### config.mk
export PLATFORM = sky130hd
export DESIGN_NAME = i2c_txn_arbiter
export DESIGN_NICKNAME = d
export VERILOG_FILES = /design/src/rtl/i2c_txn_arbiter.sv
export SDC_FILE = /design/constraint.sdc
export NUM_CORES = 1
export LEC_CHECK = 0
export BUFFER_PORTS_ARGS = -buffer_cell sky130_fd_sc_hd__clkbuf_2
export CORE_MARGIN = 2
export CORE_UTILIZATION = 40
export CTS_CLUSTER_DIAMETER = 200
export DETAILED_ROUTE_END_ITERATION = 7
export GPL_TIMING_DRIVEN = 0
export PLACE_DENSITY_LB_ADDON = 0.12
export SLEW_MARGIN = 5
export SYNTH_ARGS = -nofsm -noshare
export SYNTH_HDL_FRONTEND = slang
export SYNTH_SLANG_ARGS = --single-unit
### constraint.sdc
create_clock -name clk -period 5 [get_ports clk]
set_clock_uncertainty 0.15 [all_clocks]
set_input_delay 0.25 -clock clk [delete_from_list [all_inputs] [get_ports clk]]
set_output_delay 0.25 -clock clk [all_outputs]
set_load 0.01 [all_outputs]
### src/rtl/i2c_txn_arbiter.sv
// i2c_txn_arbiter: round-robin sharing of one I2C byte transmitter between two write requesters
module i2c_txn_arbiter #(
  parameter int HOLDOFF = 1024,
  parameter int HOLD_W  = 11
) (
  input  logic       clk,
  input  logic       rst,
  input  logic       req0,
  input  logic       req1,
  input  logic [6:0] addr0,
  input  logic [6:0] addr1,
  input  logic [3:0] len0,
  input  logic [3:0] len1,
  input  logic [7:0] data0,
  input  logic [7:0] data1,
  output logic       byte_ack0,
  output logic       byte_ack1,
  output logic       gnt0,
  output logic       gnt1,
  output logic       done0,
  output logic       done1,
  output logic       busy,
  output logic [7:0] tx_data,
  output logic       tx_data_ready,
  output logic       tx_en,
  input  logic       tx_data_req,
  input  logic       tx_done
);
  typedef enum logic [1:0] {HOLD, IDLE, SEND, WAIT_DONE} state_t;
  state_t state;
  logic [HOLD_W-1:0] hold_cnt;
  logic last_grant, sel_addr, pick;
  logic [6:0] addr_q;
  logic [3:0] len_q, remaining;
  assign pick = (req0 & req1) ? ~last_grant : req1;
  assign tx_data = sel_addr ? {addr_q, 1'b0} : (gnt1 ? data1 : data0);
  assign busy = (state == SEND) || (state == WAIT_DONE);
  // arbitration, byte sequencing and completion; the holdoff lets an unreset transmitter drain
  always_ff @(posedge clk) begin
    if (rst) begin
      state <= HOLD;
      hold_cnt <= '0;
      last_grant <= 1'b1;
      gnt0 <= 1'b0;
      gnt1 <= 1'b0;
      done0 <= 1'b0;
      done1 <= 1'b0;
      byte_ack0 <= 1'b0;
      byte_ack1 <= 1'b0;
      tx_en <= 1'b0;
      tx_data_ready <= 1'b0;
      sel_addr <= 1'b0;
      addr_q <= '0;
      len_q <= '0;
      remaining <= '0;
    end else begin
      byte_ack0 <= 1'b0;
      byte_ack1 <= 1'b0;
      done0 <= 1'b0;
      done1 <= 1'b0;
      case (state)
        HOLD: begin
          hold_cnt <= hold_cnt + 1'b1;
          if (hold_cnt == HOLD_W'(HOLDOFF - 1)) state <= IDLE;
        end
        IDLE: if (req0 | req1) begin
          addr_q <= pick ? addr1 : addr0;
          len_q <= pick ? len1 : len0;
          remaining <= pick ? len1 : len0;
          gnt0 <= ~pick;
          gnt1 <= pick;
          tx_en <= 1'b1;
          tx_data_ready <= 1'b1;
          sel_addr <= 1'b1;
          state <= SEND;
        end
        SEND: if (tx_data_req) begin
          if (sel_addr) begin
            sel_addr <= 1'b0;
            if (len_q == 4'd0) begin
              tx_data_ready <= 1'b0;
              state <= WAIT_DONE;
            end
          end else begin
            byte_ack0 <= gnt0;
            byte_ack1 <= gnt1;
            remaining <= remaining - 1'b1;
            if (remaining == 4'd1) begin
              tx_data_ready <= 1'b0;
              state <= WAIT_DONE;
            end
          end
        end
        WAIT_DONE: if (tx_done) begin
          done0 <= gnt0;
          done1 <= gnt1;
          gnt0 <= 1'b0;
          gnt1 <= 1'b0;
          tx_en <= 1'b0;
          last_grant <= gnt1;
          state <= IDLE;
        end
        default: state <= HOLD;
      endcase
    end
  end
endmodule

==> results.py <==
metrics = {
    "global_route": {
        "grt_overflow": 0,
        "grt_pass1_wl_um": 7660,
        "grt_start_max_net_pins": 13,
        "grt_usage_pct": 18.0,
        "grt_pass1_vias": 1610,
        "antenna_found_initial": 0,
    },
    "logic_synthesis": {
        "synth_edf_count": 0,
        "synth.avg_cell_area_um2": 8.94,
        "synth-async-reset-ratio_pct": 0,
        "synthCells": 226,
        "ys_seq_area_share_pct": 37.6,
        "ys.flop_type": "dfxtp_1",
        "synthTopCellsByCount": "38 x dfxtp_1, 29 x nor2_1, 21 x mux2i_1",
        "synthTopCellsByArea": "dfxtp_1 38%, mux2i_1 10%, nor2_1 5.4%, ha_1 5.0%, a211oi_1 4.1%",
        "synth_top_area_share_pct": 37.6,
        "ys_types": 42,
        "netlist_area_mm2": 0.00202,
        "synth.most_common_cell": "dfxtp_1",
        "syn_nets": 278,
        "synth_top_cell_by_area": "dfxtp_1",
        "yosysWarningCount": 0,
        "synth-seq-cells": 38,
    },
    "worst_setup_path": {
        "r2r-start": "state[0]",
        "startpoint": "state[0]",
        "critPathCaptureType": "output pin",
        "worstSetupPathType": "reg2out",
        "crit_path_cell_trace": "inv_1 > ha_1 > buf_6 > clkbuf_1 > or2_2 > clkbuf_2",
        "critical_path_peak_fanout": 10,
        "critPathLaunchType": "register",
        "cp_slowest_cell": "dfxtp_1",
        "cp.arrival_ps": 1800,
        "critical-path-top-delay-family": "buffers and inverters",
        "critPathMaxStageDelay_ps": 390,
        "required_ps": 4600,
        "timing.critical_path.buf_inv": 4,
    },
    "drt": {
        "routed_wl_um": 4860,
        "first_pass_iters": 4,
        "vias_per_cell": 5.02,
        "drt_iter0_markers": 81,
        "route.detailed.wl_per_inst_um": 13.5,
        "drc": 0,
        "ant_nets": 0,
        "vias": 1813,
    },
    "cts": {
        "root_buffer": "clkbuf_8",
        "cts_sinks": 38,
        "cts.clk_slew.worst_paths_ps": 80,
        "cts_setup_buffers": 0,
        "postCtsHoldBufs": 0,
        "cts_tree": "built",
        "cts_buffer_depth": 2,
        "clk_latency_ps": 290,
        "cts_buffers": 5,
        "ctsResizeCount": 0,
        "htree_levels": 2,
    },
    "placed_design": {
        "dpl_cell_area_mm2": 0.00240,
        "dp_hpwl_um": 3610,
        "io_buffers": 60,
        "place.gp.congestion": 0.810,
    },
    "layout": {
        "diodes": 0,
        "area_growth_pct": 26.1,
        "post-route-util_pct": 53.2,
        "fin_nets": 345,
        "multiInputGateArea_mm2": 0.00117,
        "seqCellArea_um2": 761,
        "finish.instance_area_mm2": 0.00255,
        "drive_above_1_share_pct": 27.9,
        "num-fill-cells": 468,
    },
    "timing": {
        "post-route-period-util_pct": 44.1,
        "final_max_slew_viol_count": 0,
        "worst_pin_slew_ps": 579,
        "relSlewSlack_pct": 61.4,
        "setup_violations": 0,
        "final.min_clock_period_ps": 2200,
        "rsz0062_at_grt": "no",
        "setup-tns-final_ps": 0,
        "fmax_ghz": 0.454,
        "hold_viol_final": 0,
    },
    "floorplanning": {
        "initial_utilization_pct": 42.2,
        "io_pins": 61,
        "die_w_um": 75.1,
        "die_h_um": 75.1,
        "rows": 25,
        "die_area_mm2": 0.00564,
        "core_mm2": 0.00479,
    },
    "min_path": {
        "hp-start": "addr0[5]",
        "hp-class": "in2reg",
    },
    "run_status": {
        "outcome": "completed",
    },
    "run": {
        "maxCapViolCount": 0,
    },
    "pwr": {
        "powerDensity_mw_per_mm2": 369,
        "leakage_nw": 1.03,
        "vdd_drop_max_uv": 268,
        "total_power_w": 0.000941,
    },
}
==> stage by stage <==
step / cells / hold slack, ps / worst slack (ps)
final: 361 / 137 / 2800
after global routing: 361 / 158 / 2660
after CTS: 361 / 138 / 2790
after detailed placement: 353 / 323 / 3000
after global placement: 353 / 320 / 3040
after floorplan: 226 / 258 / 3160
==> path summary, 6_finish.rpt <==
kind	to	slack [ps]	depth (start not counted)
worst max register to register	remaining[0]	3010	7
worst min register to register	tx_data_ready	330	2
worst min-delay path	addr_q[5]	140	3
worst max-delay path	busy	2800	6
==> sequential cells by signal, summed over array words and instances (netlist names), 2 cells and up <==
name and flops:
remaining 4, hold_cnt 11, addr_q 7, len_q 4, state 2
==> layer usage <==
layer	wire length [µm]	vias up	track usage, %
met1	2400	818	24.9
met5	0	-	0
li1	-	930	-
met3	313	6	3.88
met2	2090	59	27.7
met4	59	0	6.55
==> placed cells by master, fill, tap and decap left out, types with 2 or more instances in the layout <==
cell type and count:
a21boi_4 2, buf_6 2, dfxtp_1 38, clkbuf_1 7, nand4_1 3, and3_1 4
o21ai_0 14, ha_1 8, nor2_1 29, mux2i_1 21, nand2_1 17, nor3b_1 2
or3_1 2, buf_2 2, nor4b_1 3, bufinv_16 2, nand3b_1 2, or2_2 2
clkbuf_8 6, a21oi_1 6, a22oi_1 2, mux2_2 2, o21a_1 2, nand3_1 4
nand2b_1 7, inv_1 7, nor3_1 3, xor2_1 6, a211o_1 3, a211oi_1 11
xnor2_1 2, clkbuf_2 60
==> worst reg2reg max path: stages, from the launching register on <==
cell      delay, ps
dfxtp_1         390
inv_1           100
ha_1            210
buf_6           130
nand2b_1        170
a21boi_4        240
or3b_1          360
a31oi_1         170
==> report_power, final <==
part | switching (W) | internal [W] | total, W | leakage [nW]
Combinational | 0.000129 | 0.000112 | 0.000241 | 0.648
Sequential | 0.0000298 | 0.000345 | 0.000375 | 0.307
Clock | 0.000112 | 0.000213 | 0.000325 | 0.0714
Total | 0.000270 | 0.000670 | 0.000941 | 1.03
==> cell families (layout without fill, tap and decap cells) <==
logic type               count (synthesis)  count (layout)  share of synthesized area [%]
AO/OA/AOI/OAI                           45              45                           15.8
XOR/XNOR                                 8               8                           3.47
adder cells (fa/ha/maj)                  8               8                           4.95
buffers and inverters                   19              87                           4.40
flip-flops                              38              38                           37.6
multiplexers                            24              24                           12.1
AND/OR/NAND/NOR                         84              84                           21.7
==> cell type report <==
| class | count | area share [%] |
|---|---|---|
| plain buffers | 12 | 2.46 |
| clock buffers | 6 | 3.24 |
| clock inverters | 2 | 2.36 |
| inverters | 7 | 1.03 |
| multi-input cells | 169 | 46.0 |
| flip-flops and latches | 38 | 29.9 |
| well taps | 67 | 3.29 |
| repair buffers | 60 | 11.8 |
(Power assumes the default switching activity.)
